## src/rtl/vga_box_renderer.sv

```systemverilog
// ---------------------------------------------------------------------------
// vga_box_renderer
//
// Pixel-generation stage that sits directly behind the VGA timing
// controller. For every pixel address the controller presents, it produces
// a registered 12-bit colour one clock later. A solid square is drawn over
// a flat background. The square moves STEP pixels per frame on each axis and
// bounces off the edges of the visible area. Position changes only on the
// Vsync falling edge, which falls outside the visible area, so a frame is
// never drawn with two different box positions.
//
// Optional feature (compile-time macro VGA_BOX_RENDERER_BORDER_EN):
//   when defined, the outermost ring of visible pixels (X==0,
//   X==H_VISIBLE-1, Y==0, Y==V_VISIBLE-1) is drawn white (12'hFFF). The
//   border takes priority over the box and the background. Latency is
//   still one cycle. When the macro is undefined, no border logic is built.
//
// Ports:
//   clk          in   1   pixel clock, shared with the timing controller
//   rst_n        in   1   synchronous reset, active-low
//   Hsync        in   1   horizontal sync from the controller, active-low
//   Vsync        in   1   vertical sync from the controller, active-low
//   PixelAddress in  20   {X[9:0], Y[9:0]} of the current pixel
//   freeze       in   1   1 = hold box position (frames still counted)
//   RGB          out 12   registered pixel colour {R,G,B}
//   Hsync_out    out  1   Hsync delayed one cycle (aligned with RGB)
//   Vsync_out    out  1   Vsync delayed one cycle (aligned with RGB)
//   frame_tick   out  1   one-cycle pulse per detected frame
//   box_x        out 10   current box left edge
//   box_y        out 10   current box top edge
//   state_dbg    out  1   movement FSM state (0 = ARM, 1 = RUN)
//
// There is no valid/ready handshake. Every clock carries one pixel, and
// the outputs are valid on every cycle after reset.
// ---------------------------------------------------------------------------
module vga_box_renderer #(
    parameter int          H_VISIBLE = 640,
    parameter int          V_VISIBLE = 480,
    parameter int          BOX_SIZE  = 32,
    parameter int          STEP      = 2,
    parameter logic [11:0] BOX_COLOR = 12'hF00,
    parameter logic [11:0] BG_COLOR  = 12'h00F
) (
    input  logic        clk,
    input  logic        rst_n,
    input  logic        Hsync,
    input  logic        Vsync,
    input  logic [19:0] PixelAddress,
    input  logic        freeze,
    output logic [11:0] RGB,
    output logic        Hsync_out,
    output logic        Vsync_out,
    output logic        frame_tick,
    output logic [9:0]  box_x,
    output logic [9:0]  box_y,
    output logic        state_dbg
);

    // Edge arithmetic runs in 11 bits so box+BOX_SIZE+STEP cannot wrap.
    localparam logic [10:0] H_LIM    = 11'(H_VISIBLE);
    localparam logic [10:0] V_LIM    = 11'(V_VISIBLE);
    localparam logic [10:0] BOX_W    = 11'(BOX_SIZE);
    localparam logic [10:0] STEP_W   = 11'(STEP);
    localparam logic [9:0]  STEP_10  = 10'(STEP);
    localparam logic [9:0]  X_MAX    = 10'(H_VISIBLE - BOX_SIZE);
    localparam logic [9:0]  Y_MAX    = 10'(V_VISIBLE - BOX_SIZE);
    localparam logic [9:0]  X_CENTER = 10'((H_VISIBLE - BOX_SIZE) / 2);
    localparam logic [9:0]  Y_CENTER = 10'((V_VISIBLE - BOX_SIZE) / 2);

    // Direction encodings: 0 = right/down (increasing), 1 = left/up.
    localparam logic DIR_INC = 1'b0;
    localparam logic DIR_DEC = 1'b1;

    // ARM discards the partial frame seen right after reset. RUN moves
    // the box once per frame.
    typedef enum logic {
        ARM = 1'b0,
        RUN = 1'b1
    } state_t;

    state_t state, state_nxt;

    logic       vs_q;
    logic       frame_ev;
    logic       dir_x, dir_y;
    logic       dir_x_nxt, dir_y_nxt;
    logic [9:0] box_x_nxt, box_y_nxt;
    logic       tick_nxt;

    // Candidate next position/direction if a move is taken this frame.
    logic [9:0] step_x, step_y;
    logic       step_dir_x, step_dir_y;

    // Pixel path.
    logic [9:0]  px, py;
    logic        visible;
    logic        inbox;
    logic [11:0] rgb_nxt;

    // One event per frame: Vsync was high last cycle and is low now.
    assign frame_ev  = vs_q & ~Vsync;
    assign state_dbg = state;

    // ---------------------------------------------------------------
    // Bounce arithmetic. When moving toward an edge, a step that would
    // cross it clamps to the edge and flips direction on the same frame.
    // ---------------------------------------------------------------
    always_comb begin
        step_x     = box_x;
        step_dir_x = dir_x;
        if (dir_x == DIR_INC) begin
            if (({1'b0, box_x} + BOX_W + STEP_W) > H_LIM) begin
                step_x     = X_MAX;
                step_dir_x = DIR_DEC;
            end else begin
                step_x = box_x + STEP_10;
            end
        end else begin
            if ({1'b0, box_x} < STEP_W) begin
                step_x     = '0;
                step_dir_x = DIR_INC;
            end else begin
                step_x = box_x - STEP_10;
            end
        end
    end

    always_comb begin
        step_y     = box_y;
        step_dir_y = dir_y;
        if (dir_y == DIR_INC) begin
            if (({1'b0, box_y} + BOX_W + STEP_W) > V_LIM) begin
                step_y     = Y_MAX;
                step_dir_y = DIR_DEC;
            end else begin
                step_y = box_y + STEP_10;
            end
        end else begin
            if ({1'b0, box_y} < STEP_W) begin
                step_y     = '0;
                step_dir_y = DIR_INC;
            end else begin
                step_y = box_y - STEP_10;
            end
        end
    end

    // ---------------------------------------------------------------
    // Movement FSM: next-state and update decisions.
    // ---------------------------------------------------------------
    always_comb begin
        state_nxt = state;
        box_x_nxt = box_x;
        box_y_nxt = box_y;
        dir_x_nxt = dir_x;
        dir_y_nxt = dir_y;
        tick_nxt  = 1'b0;
        case (state)
            ARM: begin
                if (frame_ev) begin
                    tick_nxt  = 1'b1;
                    state_nxt = RUN;
                end
            end
            RUN: begin
                if (frame_ev) begin
                    tick_nxt = 1'b1;
                    // freeze still counts the frame but holds the box.
                    if (!freeze) begin
                        box_x_nxt = step_x;
                        box_y_nxt = step_y;
                        dir_x_nxt = step_dir_x;
                        dir_y_nxt = step_dir_y;
                    end
                end
            end
            default: state_nxt = ARM;
        endcase
    end

    always_ff @(posedge clk) begin
        if (!rst_n) begin
            state      <= ARM;
            vs_q       <= 1'b1;
            box_x      <= X_CENTER;
            box_y      <= Y_CENTER;
            dir_x      <= DIR_INC;
            dir_y      <= DIR_INC;
            frame_tick <= 1'b0;
        end else begin
            state      <= state_nxt;
            vs_q       <= Vsync;
            box_x      <= box_x_nxt;
            box_y      <= box_y_nxt;
            dir_x      <= dir_x_nxt;
            dir_y      <= dir_y_nxt;
            frame_tick <= tick_nxt;
        end
    end

    // ---------------------------------------------------------------
    // Pixel colour decode.
    // ---------------------------------------------------------------
    assign px = PixelAddress[19:10];
    assign py = PixelAddress[9:0];

    assign visible = ({1'b0, px} < H_LIM) && ({1'b0, py} < V_LIM);
    assign inbox   = (px >= box_x) && ({1'b0, px} < ({1'b0, box_x} + BOX_W)) &&
                     (py >= box_y) && ({1'b0, py} < ({1'b0, box_y} + BOX_W));

    always_comb begin
        rgb_nxt = 12'h000;
        if (visible) begin
`ifdef VGA_BOX_RENDERER_BORDER_EN
            if ((px == 10'd0) || ({1'b0, px} == H_LIM - 11'd1) ||
                (py == 10'd0) || ({1'b0, py} == V_LIM - 11'd1)) begin
                rgb_nxt = 12'hFFF;
            end else if (inbox) begin
                rgb_nxt = BOX_COLOR;
            end else begin
                rgb_nxt = BG_COLOR;
            end
`else
            if (inbox) begin
                rgb_nxt = BOX_COLOR;
            end else begin
                rgb_nxt = BG_COLOR;
            end
`endif
        end
    end

    // RGB and the delayed syncs share one register stage, so they stay
    // aligned for the monitor.
    always_ff @(posedge clk) begin
        if (!rst_n) begin
            RGB       <= 12'h000;
            Hsync_out <= 1'b1;
            Vsync_out <= 1'b1;
        end else begin
            RGB       <= rgb_nxt;
            Hsync_out <= Hsync;
            Vsync_out <= Vsync;
        end
    end

endmodule

```

## config.mk

```make
export PLATFORM = sky130hd
export DESIGN_NAME = vga_box_renderer
export DESIGN_NICKNAME = d
export VERILOG_FILES = /design/src/rtl/vga_box_renderer.sv
export SDC_FILE = /design/constraint.sdc
export NUM_CORES = 1
export LEC_CHECK = 0
export CAP_MARGIN = 30
export CELL_PAD_IN_SITES_DETAIL_PLACEMENT = 0
export CELL_PAD_IN_SITES_GLOBAL_PLACEMENT = 1
export CORE_AREA = 4 4 104 106
export CTS_CLUSTER_SIZE = 10
export DETAILED_ROUTE_END_ITERATION = 8
export DIE_AREA = 0 0 108 110
export PLACE_DENSITY = 0.66
export SLEW_MARGIN = 40
export SYNTH_ARGS = -nofsm -noshare
export SYNTH_HDL_FRONTEND = slang
export SYNTH_SLANG_ARGS = --single-unit
```

## constraint.sdc

```tcl
create_clock -name clk -period 3.3 [get_ports clk]
set_clock_uncertainty 0.05 [all_clocks]
set_input_delay 0.66 -clock clk [delete_from_list [all_inputs] [get_ports clk]]
set_output_delay 0.66 -clock clk [all_outputs]
set_load 0.05 [all_outputs]
```

==> impl_metrics.yaml, run 1 <==
critical_path:
  critPathKind: "flip-flop to flip-flop"
  cp_num_buf_inv: 1
  endpoint_kind: "flip-flop"
  critical_path.max_stage_delay_ns: 0.57
  critical-path-top-delay-family: "compound AO/OA/AOI/OAI gates"
  startpoint_type: "flip-flop"
  path_cells: "inv_1 > ha_1 > or3_1 > a211o_1 > o221ai_1 > o21ai_0 > a211o_1"
  crit_arrival_ns: 2.94
  cp_common_cell: "a211o_1"
  crit_required_ns: 3.43
  worst-path-max-fanout: 11
  cp_slowest_cell: "dfxtp_1"
route:
  dr.first_iter.drc_count: 155
  detail-route-antenna-nets: 0
  wl_per_cell_um: 15.1
  routed_wirelength_um: 8240
  first_pass_iters: 4
  drc: 0
  vias: 2901
  via_per_inst: 5.31
timing:
  finalHoldViolCount: 0
  finalCriticalPeriod_ns: 2.81
  rsz0062_at_grt: "no"
  finalWorstSetupSlack_ns: 0.492
  max_freq_mhz: 356
  setup_tns_ns: 0
  slew_viol_final: 0
  relSlewSlack_pct: 45.3
  tightest_slew_ns: 0.812
  post-route-period-util_pct: 85.1
  setup_violations: 0
clocking:
  cts.clk_slew.worst_paths_ns: 0.11
  post_cts_buffers: 0
  numCtsBuffers: 3
  clk_latency_ns: 0.28
  cts_sinks: 26
  hold_buffers: 0
  h-tree-depth: 1
  cts_resized: 0
  ctsLongestPathBuffers: 2
  clockRootBuffer: "clkbuf_8"
  tritoncts: "built"
yosys:
  postSynthCellCount: 377
  synth_top_cell_area_share_pct: 18.0
  ys_top_cells_by_area: "dfxtp_1 18%, ha_1 16%, o21ai_0 5.9%, a21oi_1 4.0%, buf_4 3.4%"
  synth_top_flop_cell: "dfxtp_1"
  syn_avg_cell_area_sq_um: 7.67
  synth_seq_cells: 26
  synth_largest_area_cell: "dfxtp_1"
  async_flop_share_pct: 0
  yosysWarningCount: 0
  syn_area_sq_um: 2890
  yosysSeqAreaShare_pct: 18.0
  synth_cell_type_count: 72
  synth_edf_count: 0
power:
  p_leak_nw: 1.35
  power_frac_seq_pct: 38.6
  p_clk_share_pct: 30.7
  p_int_mw: 0.600
  netSwitchingPower_mw: 0.312
  power_mw: 0.912
  power.density_nw_per_um2: 260
  ir_drop_mv: 0.140
  swShare_pct: 34.2
  comb_power_share_pct: 30.8
status:
  run_status: "finished, final reports clean"
floorplan:
  pin_count: 61
  design.core.area_sq_um: 9770
  start_util_pct: 29.6
  die_h_um: 110
  rows: 36
  die_w_um: 108
  die-area_sq_um: 11900
global_route:
  gr-total-overflow: 0
  grt_first_pass_wirelength_um: 13600
  grt_pass1_vias: 2661
  track_usage_pct: 13.9
  antenna_found_initial: 0
  grt_max_degree: 31
placed_design:
  portBuffers: 52
  hpwl_um: 6370
  pre_cts_slack_ns: 0.436
  gp_congestion: 0.800
layout:
  mostFrequentLayoutCells: "52 x clkdlybuf4s50_1, 37 x ha_1, 34 x o21ai_0"
  drive_gt1_share_pct: 5.81
  final_core_util_pct: 35.9
  layout_commonest_cell: "clkdlybuf4s50_1"
  diodes: 0
  areaGrowthSynthToFinish_pct: 21.2
  nets: 476
run:
  maxCapViolCount: 0
hold_path:
  worstHoldPathType: "flip-flop to flip-flop"
[worst paths after layout]
path | startpoint | end | slack, ns | depth (start not counted)
hold reg to reg | Vsync_out$_SDFF_PN1_ | frame_tick$_SDFF_PN0_ | 0.47 | 2
setup / recovery | box_y[6]$_SDFFE_PN1P_ | box_y[5]$_SDFFE_PN1P_ | 0.49 | 7
hold / removal | Vsync_out$_SDFF_PN1_ | frame_tick$_SDFF_PN0_ | 0.47 | 2
setup reg to reg | box_y[6]$_SDFFE_PN1P_ | box_y[5]$_SDFFE_PN1P_ | 0.49 | 7
[cell families after synthesis]
group                    synth area share, %
AND/OR/NAND/NOR                         22.4
buffers and inverters                   11.6
flip-flops                              18.0
XOR/XNOR                                3.33
other                                  0.130
AO/OA/AOI/OAI                           27.4
multiplexers                           0.735
adder cells (fa/ha/maj)                 16.3
[synth_stat cells (all sizes together), types with 3 or more instances]
library cell	number
or3	5
nand2b	4
o21ai	36
o211ai	4
nand4	6
and4	3
ha	37
a41oi	3
buf	19
nand2	19
nor2	23
o21a	4
inv	26
nor3	15
a21oi	23
nor4	4
o22ai	5
a21o	3
o31ai	4
clkbuf	14
nand3	15
dfxtp	26
and3	6
xnor2	9
a2111oi	3
a31oi	14
[registers in the layout, indices dropped and copies added (netlist names)]
register / cells
RGB: 2
box_x: 9
Hsync_out: 1
frame_tick: 1
dir_x: 1
box_y: 9
state_dbg: 1
Vsync_out: 1
dir_y: 1
[worst reg2reg max path, delay by kind of cell, from the launching register on]
kind	cells	cell delay (ns)
buf+inv	1	0.20
flops	1	0.57
compound gates	4	1.18
simple gates	1	0.35
fa+ha+maj	1	0.35
[metal layers]
layer | global-route usage (%) | part of all wire [%]
met5 | 0 | 0
met4 | 2.34 | 0.58
met3 | 1.92 | 4.5
met2 | 21.8 | 45
met1 | 20.5 | 50
[area by class of cell]
| cell class | instances | area, sq um |
|---|---|---|
| Fill cell | 1036 | 6270 |
| Multi-Input combinational cell | 296 | 2060 |
| Timing Repair Buffer | 61 | 588 |
| Clock inverter | 1 | 30.0 |
| Inverter | 26 | 97.6 |
| Sequential cell | 26 | 520 |
| Clock buffer | 3 | 41.3 |
| Tap cell | 133 | 166 |
[power groups by stage]
stage / combinational [mW] / sequential (mW) / clock (mW)
2_1_floorplan: 0.166 / 0.388 / 0
3_3_place_gp: 0.278 / 0.358 / 0
3_5_place_dp: 0.282 / 0.359 / 0
4_1_cts: 0.283 / 0.351 / 0.293
5_1_grt: 0.311 / 0.356 / 0.308
6_report: 0.281 / 0.351 / 0.279
[through the flow]
stage,std cells,instance area (sq um),hold slack (ns)
2_1_floorplan,382,2910,0.540
3_3_place_gp,542,3430,0.453
3_5_place_dp,542,3430,0.453
4_1_cts,546,3510,0.476
5_1_grt,546,3510,0.519
6_report,546,3510,0.467
Power figures use the tool's default switching activity.
==> run 2: changes to the inputs <==
--- a/config.mk
+++ b/config.mk
@@ -8,11 +8,11 @@
 export CAP_MARGIN = 30
 export CELL_PAD_IN_SITES_DETAIL_PLACEMENT = 0
 export CELL_PAD_IN_SITES_GLOBAL_PLACEMENT = 1
-export CORE_AREA = 4 4 104 106
+export CORE_AREA = 4 4 93 95
 export CTS_CLUSTER_SIZE = 10
 export DETAILED_ROUTE_END_ITERATION = 8
-export DIE_AREA = 0 0 108 110
-export PLACE_DENSITY = 0.66
+export DIE_AREA = 0 0 97 99
+export PLACE_DENSITY = 0.82
 export SLEW_MARGIN = 40
 export SYNTH_ARGS = -nofsm -noshare
 export SYNTH_HDL_FRONTEND = slang
==> impl_metrics.yaml, run 2 (same netlist as run 1, synthesis figures left out) <==
clocking:
  clockRootBuffer: "clkbuf_8"
  hold_buffers: 0
  tritoncts: "built"
  h-tree-depth: 1
  ctsLongestPathBuffers: 2
  cts_resized: 0
  cts_sinks: 26
  clk_latency_ns: 0.28
  post_cts_buffers: 0
  numCtsBuffers: 3
  cts.clk_slew.worst_paths_ns: 0.10
critical_path:
  endpoint_kind: "flip-flop"
  startpoint_type: "flip-flop"
  worst-path-max-fanout: 11
  critPathKind: "flip-flop to flip-flop"
  crit_arrival_ns: 2.87
  rr_worst_depth: 7
  crit_required_ns: 3.42
global_route:
  grt_first_pass_wirelength_um: 13500
  track_usage_pct: 16.3
  grt_pass1_vias: 2714
  grt_max_degree: 25
  antenna_found_initial: 0
  gr-total-overflow: 0
route:
  routed_wirelength_um: 7790
  drc: 0
  first_pass_iters: 4
  dr.first_iter.drc_count: 250
  via_per_inst: 5.67
  detail-route-antenna-nets: 0
  vias: 2927
  wl_per_cell_um: 15.1
placed_design:
  placed_cell_area_sq_um: 3410
  gp_congestion: 0.830
  hpwl_um: 5960
  portBuffers: 52
timing:
  slew_viol_final: 0
  whs_ns: 0.473
  finalCriticalPeriod_ns: 2.74
  finalHoldViolCount: 0
  post-route-period-util_pct: 83.2
  relSlewSlack_pct: 50.0
  tightest_slew_ns: 0.742
  max_freq_mhz: 364
  setup_tns_ns: 0
  setup_violations: 0
  rsz0062_at_grt: "no"
floorplan:
  design.core.area_sq_um: 7730
  pin_count: 61
  rows: 32
  die_h_um: 99
  die-area_sq_um: 9600
  start_util_pct: 37.4
  die_w_um: 97
layout:
  fillers: 767
  nets: 478
  diodes: 0
  final_core_util_pct: 44.7
  areaGrowthSynthToFinish_pct: 19.3
  layout_commonest_cell: "clkdlybuf4s50_1"
  mostFrequentLayoutCells: "52 x clkdlybuf4s50_1, 37 x ha_1, 34 x o21ai_0"
  postLayoutCellArea_sq_um: 3450
  top_regs: "box_x x9, box_y x9, RGB x2"
  drive_gt1_share_pct: 6.04
power:
  ir_drop_mv: 0.131
  power.density_nw_per_um2: 239
  p_leak_nw: 1.34
status:
  run_status: "finished, final reports clean"
hold_path:
  min_path_cells: 2
  worstHoldPathType: "flip-flop to flip-flop"
run:
  maxCapViolCount: 0
[run 2: changes by cell type in the layout (fill, tap and decap cells not counted), sizes merged]
cell    previous run  this run
buf                9        11
bufinv             1         0
[run 2: stage by stage]
step	cells	power (mW)	worst slack, ns
floorplan	382	0.554	0.249
CTS	516	0.827	0.565
global placement	513	0.635	0.502
detailed placement	513	0.641	0.457
global route	516	0.875	0.330
finish	516	0.825	0.556
[run 2: worst max-delay path: stages, from the launching register on]
cell and delay [ns]:
dfxtp_1 0.56, inv_1 0.19, ha_1 0.34, or3_1 0.35
a211o_1 0.31, o221ai_1 0.41, o21ai_0 0.14, a211o_1 0.30
[run 2: cell type report]
type                            count  area [sq um]  area share [%]
Inverter                           26          97.6            2.83
Timing Repair Buffer               63           603            17.5
Tap cell                          102           128            3.70
Clock buffer                        3          41.3            1.20
Multi-Input combinational cell    296          2060            59.7
Sequential cell                    26           520            15.1
[run 2: path summary, 6_finish.rpt]
check | from | end | slack (ns)
hold / removal | Vsync_out$_SDFF_PN1_ | frame_tick$_SDFF_PN0_ | 0.47
setup reg to reg | box_y[6]$_SDFFE_PN1P_ | box_y[5]$_SDFFE_PN1P_ | 0.56
hold reg to reg | Vsync_out$_SDFF_PN1_ | frame_tick$_SDFF_PN0_ | 0.47
setup / recovery | box_y[6]$_SDFFE_PN1P_ | box_y[5]$_SDFFE_PN1P_ | 0.56
[run 2: routing by layer]
metal / global-route usage (%) / up-vias / routed length (um)
li1: - / 1465 / -
met1: 24.2 / 1350 / 3810
met2: 24.9 / 104 / 3430
met3: 2.62 / 8 / 470
met4: 3.02 / 0 / 79
met5: 0 / - / 0
[run 2: power breakdown]
part / internal, mW / total, mW / switching (mW)
sequential: 0.326 / 0.346 / 0.0195
clock: 0.0821 / 0.190 / 0.108
combinational: 0.114 / 0.289 / 0.175
